<file path="src/rtl/opn_sound_core.sv">
// Simplified OPN sound core: register file, timers A/B with IRQ,
// 3-channel square PSG with I/O ports, 3-channel square FM, PCM/PWM mix.
//
// Ports:
//   rst, clk_in, cen          sync active-high reset, clock, clock enable
//   din, addr, cs_n, wr_n     CPU write bus (addr 0 = address, 1 = data)
//   dout, irq_n               read data (status / PSG reg), interrupt
//   IOA_*, IOB_*              PSG I/O ports (regs 0x0E/0x0F, oe from reg7)
//   psg_A/B/C, psg_snd        PSG channel levels and unsigned sum
//   fm_snd, snd, snd_pwm      signed FM mix, saturated total, sigma-delta bit
//   snd_sample, debug_view    sample strobe, latched register address
module opn_sound_core #(
    parameter int SAMPLE_DIV = 72,
    parameter int PSG_DIV    = 8
) (
    input  logic        rst,
    input  logic        clk_in,
    input  logic        cen,
    input  logic [7:0]  din,
    input  logic        addr,
    input  logic        cs_n,
    input  logic        wr_n,
    output logic [7:0]  dout,
    output logic        irq_n,
    input  logic [7:0]  IOA_in,
    input  logic [7:0]  IOB_in,
    output logic [7:0]  IOA_out,
    output logic [7:0]  IOB_out,
    output logic        IOA_oe,
    output logic        IOB_oe,
    output logic [7:0]  psg_A,
    output logic [7:0]  psg_B,
    output logic [7:0]  psg_C,
    output logic [15:0] fm_snd,
    output logic [9:0]  psg_snd,
    output logic [15:0] snd,
    output logic        snd_pwm,
    output logic        snd_sample,
    output logic [7:0]  debug_view
);
    localparam int SW = $clog2(SAMPLE_DIV + 1);
    localparam int PW = $clog2(PSG_DIV + 1);

    logic [7:0]       addr_q, addr_d;
    logic [15:0][7:0] psg_q, psg_d;
    logic [9:0]       ta_q, ta_d, ta_cnt_q, ta_cnt_d;
    logic [7:0]       tb_q, tb_d, tb_cnt_q, tb_cnt_d;
    logic [3:0]       presc_q, presc_d;
    logic [3:0]       ctrl_q, ctrl_d;
    logic             flag_a_q, flag_a_d, flag_b_q, flag_b_d;
    logic [SW-1:0]    smp_cnt_q, smp_cnt_d;
    logic [PW-1:0]    psg_cnt_q, psg_cnt_d;
    logic [2:0][11:0] tone_cnt_q, tone_cnt_d;
    logic [2:0]       sq_q, sq_d;
    logic [2:0][10:0] fnum_q, fnum_d;
    logic [2:0][2:0]  blk_q, blk_d;
    logic [2:0][5:0]  hi_buf_q, hi_buf_d;
    logic [2:0][6:0]  tl_q, tl_d;
    logic [2:0]       key_q, key_d;
    logic [2:0][19:0] phase_q, phase_d;
    logic [2:0][7:0]  lvl_q, lvl_d;
    logic [15:0]      fm_snd_q, fm_snd_d;
    logic [9:0]       psg_snd_q, psg_snd_d;
    logic [15:0]      snd_q, snd_d;
    logic [7:0]       dout_q, dout_d;
    logic             irq_n_q, irq_n_d;
    logic             smp_q, smp_d;
    logic [15:0]      pwm_acc_q, pwm_acc_d;
    logic             pwm_q, pwm_d;

    logic             wr_a, wr_d, tick, psg_tick;
    logic             clr_a, clr_b, set_a, set_b;
    logic [7:0]       status;
    logic signed [17:0] amp, fm_sum, mix;

    function automatic logic [11:0] tone_per(input logic [7:0] hi, input logic [7:0] lo);
        logic [11:0] p;
        p = {hi[3:0], lo};
        return (p == 12'd0) ? 12'd1 : p;
    endfunction

    always_comb begin
        addr_d     = addr_q;
        psg_d      = psg_q;
        ta_d       = ta_q;
        tb_d       = tb_q;
        ta_cnt_d   = ta_cnt_q;
        tb_cnt_d   = tb_cnt_q;
        presc_d    = presc_q;
        ctrl_d     = ctrl_q;
        smp_cnt_d  = smp_cnt_q;
        psg_cnt_d  = psg_cnt_q;
        tone_cnt_d = tone_cnt_q;
        sq_d       = sq_q;
        fnum_d     = fnum_q;
        blk_d      = blk_q;
        hi_buf_d   = hi_buf_q;
        tl_d       = tl_q;
        key_d      = key_q;
        phase_d    = phase_q;
        fm_snd_d   = fm_snd_q;
        dout_d     = dout_q;
        clr_a      = 1'b0;
        clr_b      = 1'b0;
        set_a      = 1'b0;
        set_b      = 1'b0;
        amp        = '0;
        fm_sum     = '0;

        wr_a     = cen & ~cs_n & ~wr_n & ~addr;
        wr_d     = cen & ~cs_n & ~wr_n & addr;
        tick     = cen && (smp_cnt_q == SW'(SAMPLE_DIV - 1));
        psg_tick = cen && (psg_cnt_q == PW'(PSG_DIV - 1));
        smp_d    = tick;

        if (wr_a) addr_d = din;

        if (wr_d) begin
            if (addr_q[7:4] == 4'h0) psg_d[addr_q[3:0]] = din;
            case (addr_q)
                8'h24: ta_d[9:2] = din;
                8'h25: ta_d[1:0] = din[1:0];
                8'h26: tb_d = din;
                8'h27: begin
                    ctrl_d = din[3:0];
                    clr_a  = din[4];
                    clr_b  = din[5];
                end
                default: ;
            endcase
            for (int n = 0; n < 3; n++) begin
                if (addr_q == 8'h28 && din[1:0] == 2'(n)) key_d[n] = din[7];
                if (addr_q[1:0] == 2'(n)) begin
                    if (addr_q[7:2] == 6'b101001) hi_buf_d[n] = din[5:0];
                    // fnum high/block only take effect with the low byte
                    if (addr_q[7:2] == 6'b101000) begin
                        fnum_d[n] = {hi_buf_q[n][2:0], din};
                        blk_d[n]  = hi_buf_q[n][5:3];
                    end
                    if (addr_q[7:2] == 6'b010011) tl_d[n] = din[6:0];
                end
            end
        end

        if (cen) begin
            smp_cnt_d = tick ? '0 : smp_cnt_q + 1'b1;
            psg_cnt_d = psg_tick ? '0 : psg_cnt_q + 1'b1;

            if (!ctrl_q[0]) begin
                ta_cnt_d = ta_q;
            end else if (tick) begin
                if (ta_cnt_q == 10'h3FF) begin
                    ta_cnt_d = ta_q;
                    set_a    = 1'b1;
                end else begin
                    ta_cnt_d = ta_cnt_q + 10'd1;
                end
            end

            // prescaler restarts on load so B fires 16*(256-TB) ticks later
            if (!ctrl_q[1]) begin
                tb_cnt_d = tb_q;
                presc_d  = 4'd0;
            end else if (tick) begin
                presc_d = presc_q + 4'd1;
                if (presc_q == 4'hF) begin
                    if (tb_cnt_q == 8'hFF) begin
                        tb_cnt_d = tb_q;
                        set_b    = 1'b1;
                    end else begin
                        tb_cnt_d = tb_cnt_q + 8'd1;
                    end
                end
            end

            if (psg_tick) begin
                for (int n = 0; n < 3; n++) begin
                    if (tone_cnt_q[n] >= tone_per(psg_q[2*n+1], psg_q[2*n])) begin
                        tone_cnt_d[n] = 12'd0;
                        sq_d[n]       = ~sq_q[n];
                    end else begin
                        tone_cnt_d[n] = tone_cnt_q[n] + 12'd1;
                    end
                end
            end

            if (tick) begin
                for (int n = 0; n < 3; n++) begin
                    phase_d[n] = phase_q[n] + (20'(fnum_q[n]) << blk_q[n]);
                    amp = signed'({5'b0, 7'd127 - tl_q[n], 6'b0});
                    if (key_q[n]) fm_sum = fm_sum + (phase_d[n][19] ? -amp : amp);
                end
                fm_snd_d = fm_sum[15:0];
            end
        end

        // set wins over a clear in the same cycle
        flag_a_d = (flag_a_q & ~clr_a) | set_a;
        flag_b_d = (flag_b_q & ~clr_b) | set_b;
        irq_n_d  = ~((flag_a_d & ctrl_d[2]) | (flag_b_d & ctrl_d[3]));
        status   = {6'b0, flag_b_d, flag_a_d};

        for (int n = 0; n < 3; n++) begin
            lvl_d[n] = (!psg_d[7][n] && !sq_d[n]) ? 8'h00 : {psg_d[8+n][3:0], 4'h0};
        end
        psg_snd_d = 10'(lvl_d[0]) + 10'(lvl_d[1]) + 10'(lvl_d[2]);

        mix = $signed({{2{fm_snd_d[15]}}, fm_snd_d}) + $signed({4'b0, psg_snd_d, 4'b0});
        if (mix[17:15] == 3'b000 || mix[17:15] == 3'b111) snd_d = mix[15:0];
        else snd_d = mix[17] ? 16'h8000 : 16'h7FFF;

        if (cen) begin
            if (!addr || addr_d[7:4] != 4'h0) begin
                dout_d = status;
            end else begin
                dout_d = psg_d[addr_d[3:0]];
                if (addr_d == 8'h0E && !psg_d[7][6]) dout_d = IOA_in;
                if (addr_d == 8'h0F && !psg_d[7][7]) dout_d = IOB_in;
            end
        end

        // offset-binary input; carry out is the density-modulated bit
        {pwm_d, pwm_acc_d} = {1'b0, pwm_acc_q} + {1'b0, snd_q ^ 16'h8000};
    end

    always_ff @(posedge clk_in) begin
        if (rst) begin
            addr_q     <= '0;
            psg_q      <= '0;
            ta_q       <= '0;
            tb_q       <= '0;
            ta_cnt_q   <= '0;
            tb_cnt_q   <= '0;
            presc_q    <= '0;
            ctrl_q     <= '0;
            flag_a_q   <= 1'b0;
            flag_b_q   <= 1'b0;
            smp_cnt_q  <= '0;
            psg_cnt_q  <= '0;
            tone_cnt_q <= '0;
            sq_q       <= '0;
            fnum_q     <= '0;
            blk_q      <= '0;
            hi_buf_q   <= '0;
            tl_q       <= '0;
            key_q      <= '0;
            phase_q    <= '0;
            lvl_q      <= '0;
            fm_snd_q   <= '0;
            psg_snd_q  <= '0;
            snd_q      <= '0;
            dout_q     <= '0;
            irq_n_q    <= 1'b1;
            smp_q      <= 1'b0;
            pwm_acc_q  <= '0;
            pwm_q      <= 1'b0;
        end else begin
            addr_q     <= addr_d;
            psg_q      <= psg_d;
            ta_q       <= ta_d;
            tb_q       <= tb_d;
            ta_cnt_q   <= ta_cnt_d;
            tb_cnt_q   <= tb_cnt_d;
            presc_q    <= presc_d;
            ctrl_q     <= ctrl_d;
            flag_a_q   <= flag_a_d;
            flag_b_q   <= flag_b_d;
            smp_cnt_q  <= smp_cnt_d;
            psg_cnt_q  <= psg_cnt_d;
            tone_cnt_q <= tone_cnt_d;
            sq_q       <= sq_d;
            fnum_q     <= fnum_d;
            blk_q      <= blk_d;
            hi_buf_q   <= hi_buf_d;
            tl_q       <= tl_d;
            key_q      <= key_d;
            phase_q    <= phase_d;
            lvl_q      <= lvl_d;
            fm_snd_q   <= fm_snd_d;
            psg_snd_q  <= psg_snd_d;
            snd_q      <= snd_d;
            dout_q     <= dout_d;
            irq_n_q    <= irq_n_d;
            smp_q      <= smp_d;
            pwm_acc_q  <= pwm_acc_d;
            pwm_q      <= pwm_d;
        end
    end

    assign dout       = dout_q;
    assign irq_n      = irq_n_q;
    assign IOA_out    = psg_q[14];
    assign IOB_out    = psg_q[15];
    assign IOA_oe     = psg_q[7][6];
    assign IOB_oe     = psg_q[7][7];
    assign psg_A      = lvl_q[0];
    assign psg_B      = lvl_q[1];
    assign psg_C      = lvl_q[2];
    assign fm_snd     = fm_snd_q;
    assign psg_snd    = psg_snd_q;
    assign snd        = snd_q;
    assign snd_pwm    = pwm_q;
    assign snd_sample = smp_q;
    assign debug_view = addr_q;
endmodule

</file>
<file path="config.mk">
export PLATFORM = sky130hd
export DESIGN_NAME = opn_sound_core
export DESIGN_NICKNAME = d
export VERILOG_FILES = /design/src/rtl/opn_sound_core.sv
export SDC_FILE = /design/constraint.sdc
export NUM_CORES = 1
export LEC_CHECK = 0
export ABC_AREA = 1
export ABC_CLOCK_PERIOD_IN_PS = 12800
export CELL_PAD_IN_SITES_DETAIL_PLACEMENT = 0
export CELL_PAD_IN_SITES_GLOBAL_PLACEMENT = 1
export CORE_UTILIZATION = 48
export CTS_CLUSTER_DIAMETER = 120
export DETAILED_ROUTE_END_ITERATION = 16
export HOLD_SLACK_MARGIN = 0.02
export PLACE_DENSITY = 0.87
export SLEW_MARGIN = 0
export SYNTH_ARGS = -nofsm -noshare
export SYNTH_HDL_FRONTEND = slang
export SYNTH_SLANG_ARGS = --single-unit
</file>
<file path="constraint.sdc">
create_clock -name clk_in -period 12.8 [get_ports clk_in]
set_input_delay 2.56 -clock clk_in [delete_from_list [all_inputs] [get_ports clk_in]]
set_output_delay 2.56 -clock clk_in [all_outputs]
set_load 0.02 [all_outputs]
</file>
# --- Word level (Yosys, flattened, before mapping) ---
# Cells that the tools add are included.
word_totals:
  wordCells: 254
  out_inout_bits: 103
  inputBits: 30
  reg_bits: 469
op_classes:
  add_sub_neg: 23
  reduce_logical: 51
  n_lt_le_gt_ge: 6
  bitwise_logic: 21
  mux: 65
  shifts: 3
  n_eq_ne: 23
ops:
  columns: ["cell", "count"]
  rows:
  - ["2-to-1 mux 128 bit", 2]
  - ["2-to-1 mux 16 bit", 14]
  - ["bitwise mux 128 bit", 1]
  - ["2-to-1 mux 8 bit", 13]
  - ["2-to-1 mux 12 bit", 6]
  - ["adder 20 bit", 3]
  - ["<< shifter 11 x 3 -> 20 bit", 3]
  - ["negation 13 -> 16 bit", 3]
  - ["== test 8 x 6 -> 1 bit, second input constant", 5]
  - ["adder 12 x 1 -> 12 bit, second input constant", 3]
  - ["greater-or-equal comparator 12 bit", 3]
  - ["zero test 12 bit", 3]
  - ["adder 16 bit", 2]
  - ["binary-select mux 8 bit (select 4 bit)", 1]
  - ["demux 8 bit (select 4 bit)", 1]
  - ["2-to-1 mux 10 bit", 3]
  - ["AND reduction 3 bit", 10]
  - ["AND reduction 2 bit", 11]
  - ["subtractor 7 bit, first input constant", 3]
  - ["2-to-1 mux 4 bit", 5]
  - ["adder 16 x 15 -> 17 bit", 1]
  - ["adder 16 x 16 -> 17 bit", 1]
  - ["== test 8 x 4 -> 1 bit, second input constant", 2]
  - ["2-to-1 mux 1 bit", 16]
  - ["other kinds (31)", 77]

# --- Logic depth before layout (Yosys ltp) ---
# Gate-level depths: netlist (run 1).
depth:
  ltp_word: 18
  ltp_mapped: 54
  ltp_nobuf: 52

# --- Least setup slack after synthesis (run 1) ---
# Ideal clock, no wire load.
synth_timing:
  path_type: "in2reg"
  startpoint: "input port cen"
  endpoint: "register snd_q[4], in the netlist snd[4]"
  stages: 30
  slack_ns: 5.811
  n_path_buf: 2
  required_ns: 12.683
  arrival_time_ns: 6.871
  setup_time_ns: 0.117
  path_cell_list: "nand3_1 -> nor2_1 -> inv_1 -> clkbuf_1 -> or2_2 -> xor2_1 -> nand2_1 -> nand2_1 -> inv_1 -> fa_1 -> ha_1 -> fa_1 -> ha_1 -> a21oi_1 -> inv_1 -> a31oi_1 -> inv_1 -> nand2_1 -> inv_1 -> nor2_1 -> nor2_1 -> nor2_1 -> nor2_1 -> nor2_1 -> inv_1 -> nand3_2 -> nand3_2 -> buf_6 -> nand2_1 -> nand2_1"
synth_rtl:
  columns: ["item", "line", "rtl"]
  rows:
  - ["start: declaration", "18", "input logic cen,"]
  - ["end signal: assignment", "281", "snd_q <= snd_d;"]
  - ["end: declaration", "64", "logic [15:0] snd_q, snd_d;"]

==> run summary, run 1 <==
Nets - 3,682
Placed Instances - 4,126
WHS - 0.445 ns
Critical path depth - 30
Sw Pwr - 0.733 mW
Synthesized flop and latch total - 453
Gate power share - 0.051
Clock transition at path regs - 0.06 ns
Total grt overflow - 0
DRC - 0
Post-synthesis async set-or-reset flop share - 0
Final Cycle Share - 0.667
DRT Wirelength - 70,000 um
Final Skew - 0.0363 ns
Rel. slew slack - 0.350
First-pass GRT wire length - 112,000 um
Pre-CTS setup slack - 3.73 ns
Final WS setup - 4.26 ns
Root Driver - clkbuf_16
Int Pwr - 2.37 mW
Synth top cells by count - nand2_1, dfxtp_1, inv_1, o21ai_0, nor2_1
Final non-filler cell total - 4,214
Switching fraction of total power - 0.237
Class of the tightest hold or removal check - flip-flop to flip-flop
Mapped cell area - 24,900 um^2
Power Density - 110 nW/um^2
Slowest stage delay, CP - 0.79 ns
Via-per-instance ratio - 5.38
Die ar. - 52,800 um^2
EDFF count, synth - 0
Synth unique cells - 60
Top post-synthesis cells by area - dfxtp_1, nand2_1, o21ai_0, ha_1, inv_1
Clock power frac - 0.490
Via count - 22,700
CP Class - primary input to flip-flop
Worst-skew pair later-pin latency - 0.62 ns
Setup total negative slack - 0 ns
Avg WL per Cell - 16.6 um
Detailed Routing Iterations Pass 1 - 6
Largest net degree at the start of global routing - 180
Count leader, synth - nand2_1
Period minus WS final - 8.54 ns
CP arrival - 9.03 ns
Initial core utilization - 0.486
Flop pwr share - 0.459
Antenna viol nets, final - 0
Core area - 51,300 um^2
Worst path top cell family by delay - simple AND/OR/NAND/NOR gates
Syn. warnings - 0
Die Wd - 230 um
Setup violations, final - 0
Final-report hold violation count - 0
Clock buffer depth - 3
Inserted Clock Buffers - 50
Required time of the critical path - 13.29 ns
DP Wirelength - 49,800 um
Fmax - 0.117 GHz
Peak VDD IR - 0.0864 mV
Max-cap violations - 0
Syn Inst Count - 3,472
Rows - 83
R2r worst-path depth - 39
Post-synth top area cell - dfxtp_1
Die height - 230 um
P&R area growth vs syn - 12.6%
P_leak - 12.6 nW
Port Buffers - 116
Synth Flop Type - dfxtp_1
RSZ-0062 raised after global routing - false
Post-cts resize count - 0
Run status - finished clean
Worst-margin pin slew - 0.973 ns
Synth top area share - 0.364
Tot GR Track Use - 0.261
CP endpoint kind - flip-flop
DR iter-0 viols - 1,616
Crit-path slowest cell - clkdlybuf4s50_1
Number of global-route vias before repair - 21,700
Crit path buffers/inverters - 8
CTS tree - done
RD Place Congestion - 0.920
Post-CTS Setup Repair Bufs - 0
Initial antenna violation count - 0
Critical path fanouts, max - 16
Slew Limit Fails - 0
Num ports - 133
Layout cell share with drive strength beyond 1 - 0.0459
Mean post-synth cell area - 7.17 um^2
# clock sinks - 453
CTS Hold Bufs - 0
Hold Path Depth - 2
Crit start category - primary input
H-tree levels - 2
Seq/Total Area, Yosys - 0.364
## through the flow
| step | instance area, um^2 | util | power [mW] |
|---|---|---|---|
| after floorplan | 25000 | - | 1.55 |
| after global placement | 26400 | 0.514 | 1.61 |
| after detailed placement | 26400 | 0.514 | 1.61 |
| after CTS | 28100 | 0.547 | 3.12 |
| after global routing | 28100 | 0.547 | 3.19 |
| final | 28100 | 0.547 | 3.10 |
## flip-flops by register name (all words and copies together), names as in the netlist, 7 cells and up
name / cells
pwm_acc_q: 16
tl_q: 21
psg_q: 110
fm_snd: 16
phase_q: 60
tb_q: 8
smp_cnt_q: 7
ta_q: 10
dout: 8
IOB_out: 8
IOA_out: 8
tone_cnt_q: 36
tb_cnt_q: 8
debug_view: 8
blk_q: 9
snd: 16
fnum_q: 33
ta_cnt_q: 10
hi_buf_q: 18
## cell families (layout without fill, tap and decap cells)
group           Yosys count  in the layout  share of synthesized area
simple gates           1273           1273                      0.214
compound gates          834            834                      0.184
buf+inv                 591            637                     0.0947
flops                   453            453                      0.364
fa+ha+maj               154            154                     0.0810
xor+xnor                 89             89                     0.0316
mux                      77             77                     0.0309
other cells               1             17                   0.000151
## worst min-delay path, cell delays in order (launching register included)
cell	delay, ns
dfxtp_1	0.31
inv_1	0.05
a21oi_1	0.05
## final timing paths
kind / slack (ns) / from / endpoint
worst max-delay path: 4.26 / cen / snd[7]
worst min-delay path: 0.45 / ta_q[8] / ta_q[8]
worst max register to register: 5.17 / blk_q[0] / snd[7]
worst min register to register: 0.45 / ta_q[8] / ta_q[8]
## cell usage in the layout (no fill, tap or decap), types with 8 or more instances in the layout
cell type and count:
dfxtp_1 453, xnor2_1 22, nand3_1 96, o211ai_1 36, o22ai_1 14, nand3_2 11, xor2_1 66, clkbuf_8 8
o21ai_1 9, inv_2 9, a21oi_1 290, a211oi_1 15, a31oi_1 14, mux2i_1 77, clkbuf_16 50, conb_1 16
fa_1 12, o21bai_1 10, nand2_1 644, nor2_1 383, nand4_1 42, o21ai_0 384, nor3_1 42, inv_1 400
clkdlybuf4s50_1 115, clkbuf_1 9, clkinv_2 9, o21a_1 10, nor4_1 9, o221ai_1 16, ha_1 142, nand2_2 15
buf_4 18
## power by group through the flow
stage | Combinational, mW | Clock (mW) | Sequential, mW
6_report | 0.159 | 1.52 | 1.42
3_5_place_dp | 0.156 | 0 | 1.45
5_1_grt | 0.171 | 1.60 | 1.42
3_3_place_gp | 0.155 | 0 | 1.45
4_1_cts | 0.157 | 1.54 | 1.42
2_1_floorplan | 0.0958 | 0 | 1.45
## per-layer routing
layer / up-vias / global-route usage / wire (um)
met3: 119 / 0.0313 / 3350
met2: 542 / 0.448 / 32900
met4: 0 / 0.0780 / 1700
met1: 10500 / 0.342 / 32100
li1: 11500 / - / -
met5: - / 0 / 0
## area by class of cell
type / count / area (um^2)
clock inverters: 20 / 307
repair buffers: 135 / 1320
diodes: 1 / 2.50
flip-flops and latches: 453 / 9070
clock buffers: 67 / 1400
multi-input cells: 2443 / 13600
well taps: 680 / 851
fillers: 4916 / 23200
inverters: 415 / 1560
No activity file was read; power rests on OpenSTA's default activity.
==> run 2, diff against run 1 <==
--- a/config.mk
+++ b/config.mk
@@ -6,14 +6,14 @@
 export NUM_CORES = 1
 export LEC_CHECK = 0
 export ABC_AREA = 1
-export ABC_CLOCK_PERIOD_IN_PS = 12800
+export ABC_CLOCK_PERIOD_IN_PS = 7600
 export CELL_PAD_IN_SITES_DETAIL_PLACEMENT = 0
 export CELL_PAD_IN_SITES_GLOBAL_PLACEMENT = 1
-export CORE_UTILIZATION = 48
+export CORE_UTILIZATION = 40
 export CTS_CLUSTER_DIAMETER = 120
 export DETAILED_ROUTE_END_ITERATION = 16
 export HOLD_SLACK_MARGIN = 0.02
-export PLACE_DENSITY = 0.87
+export PLACE_DENSITY = 0.77
 export SLEW_MARGIN = 0
 export SYNTH_ARGS = -nofsm -noshare
 export SYNTH_HDL_FRONTEND = slang
==> constraint.sdc (replaced) <==
create_clock -name clk_in -period 7.6 [get_ports clk_in]
set_input_delay 1.52 -clock clk_in [delete_from_list [all_inputs] [get_ports clk_in]]
set_output_delay 1.52 -clock clk_in [all_outputs]
set_load 0.02 [all_outputs]
==> run summary, run 2 (synthesized netlist as in run 1, its figures left out) <==
Run status - finished clean
Antenna Cells - 0
Start of the worst register-to-register path - blk_q[1]
Rows - 91
Required time of the critical path - 8.11 ns
Setup total negative slack - 0 ns
Critical path fanouts, max - 14
Number of global-route vias before repair - 20,800
Root Driver - clkbuf_16
CP Class - flip-flop to flip-flop
Crit-path slowest cell - fa_1
Die ar. - 63,300 um^2
CP endpoint kind - flip-flop
Class of the tightest hold or removal check - flip-flop to flip-flop
Commonest non-fill, non-tap cell in the layout - nand2_1
Flop pwr share - 0.430
Port Buffers - 116
P_leak - 12.8 nW
Total grt overflow - 0
Worst-skew pair later-pin latency - 0.62 ns
Slowest stage delay, CP - 0.54 ns
Worst hold path startpoint - ta_q[7]
Setup violations, final - 0
DRT Wirelength - 70,700 um
RD Place Congestion - 0.869
Switching fraction of total power - 0.232
Peak VDD IR - 0.183 mV
Sw Pwr - 1.29 mW
Num ports - 133
Die Wd - 252 um
Rel. slew slack - 0.333
Die height - 252 um
CTS Hold Bufs - 0
Hold endpoint - ta_q[7]
DP Wirelength - 50,300 um
Initial antenna violation count - 1
Detailed Routing Iterations Pass 1 - 8
R2r worst-path depth - 41
Final WS setup - 0.719 ns
Crit path buffers/inverters - 7
WHS - 0.446 ns
DR iter-0 viols - 1,322
Post-Route Utilization - 0.466
Nets - 3,704
Final Cycle Share - 0.905
Core area - 61,600 um^2
Final-report hold violation count - 0
Layout cell share with drive strength beyond 1 - 0.0567
Worst-margin pin slew - 1.00 ns
Max-cap violations - 0
DRC - 0
Worst path top cell family by delay - simple AND/OR/NAND/NOR gates
H-tree levels - 2
Pre-CTS setup slack - 0.316 ns
# clock sinks - 453
Power Density - 194 nW/um^2
Fmax - 0.145 GHz
Most used cells in the layout excluding fill and tap cells - nand2_1, dfxtp_1, inv_1
Antenna viol nets, final - 0
Clock power frac - 0.522
Gate power share - 0.048
First-pass GRT wire length - 113,000 um
Crit start category - flip-flop
Period minus WS final - 6.88 ns
Largest Register - psg_q
Slew Limit Fails - 0
Via-per-instance ratio - 4.98
Clock transition at path regs - 0.06 ns
Avg WL per Cell - 16.1 um
Tot GR Track Use - 0.223
CP arrival - 7.39 ns
Int Pwr - 4.28 mW
Via count - 21,900
Inserted Clock Buffers - 53
Initial core utilization - 0.404
Number of flip-flops in the largest register - 110
P&R area growth vs syn - 15.2%
Final Skew - 0.0306 ns
Clock buffer depth - 3
R2R Setup Slk - 0.72 ns
RR Endpoint - snd[9]
Largest registers - psg_q (110), phase_q (60), tone_cnt_q (36)
Largest net degree at the start of global routing - 74
CTS tree - done
Hold Path Depth - 2
run 2: cell count changes in the layout (fill, tap and decap cells not counted), sizes merged:
cell,delta
clkbuf,+6
clkinvlp,+6
inv,-2
clkinv,-2
diode,-1
bufinv,+5
buf,+15
run 2: cell type report:
| cell class | instances | area (um^2) |
|---|---|---|
| multi-input combinational | 2443 | 13600 |
| tap | 837 | 1050 |
| sequential | 453 | 9080 |
| inverter | 415 | 1570 |
| fill | 6327 | 32900 |
| timing repair buffer | 151 | 1430 |
| clock inverter | 24 | 459 |
| clock buffer | 72 | 1530 |
| timing repair inverter | 3 | 22.5 |
run 2: metrics by stage:
step / area, um^2 / cells / total power, mW
after detailed placement: 26700 / 4298 / 2.71
after global routing: 28700 / 4398 / 5.75
after CTS: 28600 / 4394 / 5.63
after global placement: 26700 / 4298 / 2.71
after floorplan: 25000 / 3487 / 2.61
final: 28700 / 4398 / 5.57
run 2: worst max path at each step:
stage	startpoint	endpoint	cells past startpoint
6_report	blk_q[1]	snd[9]	41
5_1_grt	blk_q[1]	snd[1]	43
4_1_cts	blk_q[1]	snd[9]	39
3_5_place_dp	blk_q[1]	snd[7]	39
3_3_place_gp	blk_q[0]	snd[3]	35
2_1_floorplan	blk_q[1]	snd[4]	44
run 2: layer usage:
metal	global-route usage	share of wire	vias up
met5	0	0	-
met2	0.368	0.45	422
li1	-	-	11500
met3	0.0388	0.051	103
met4	0.0643	0.024	0
met1	0.297	0.47	9856
run 2: power groups by stage:
stage                     clock [mW]  sequential, mW  combinational [mW]
final                           2.91            2.39               0.270
after global routing            3.06            2.39               0.295
after CTS                       2.97            2.39               0.268
after detailed placement           0            2.45               0.268
after global placement             0            2.45               0.268
after floorplan                    0            2.45               0.161
run 2: worst register-to-register path, delay by kind of cell, from the launching register on:
kind / cells / cell delay [ns]
and+or+nand+nor: 20 / 2.25
xor gates and xnor gates: 1 / 0.15
buffers and inverters: 7 / 0.69
adders and majority gates: 4 / 1.75
AOI/OAI and AO/OA: 9 / 1.44
DFF: 1 / 0.48
run 2: what timing repair did:
item                                    4_1_cts  5_1_grt
gates resized for setup                       0       18
setup buffers                                 0        1
endpoints found under the setup margin        0       16
endpoints found under the hold margin         0        0
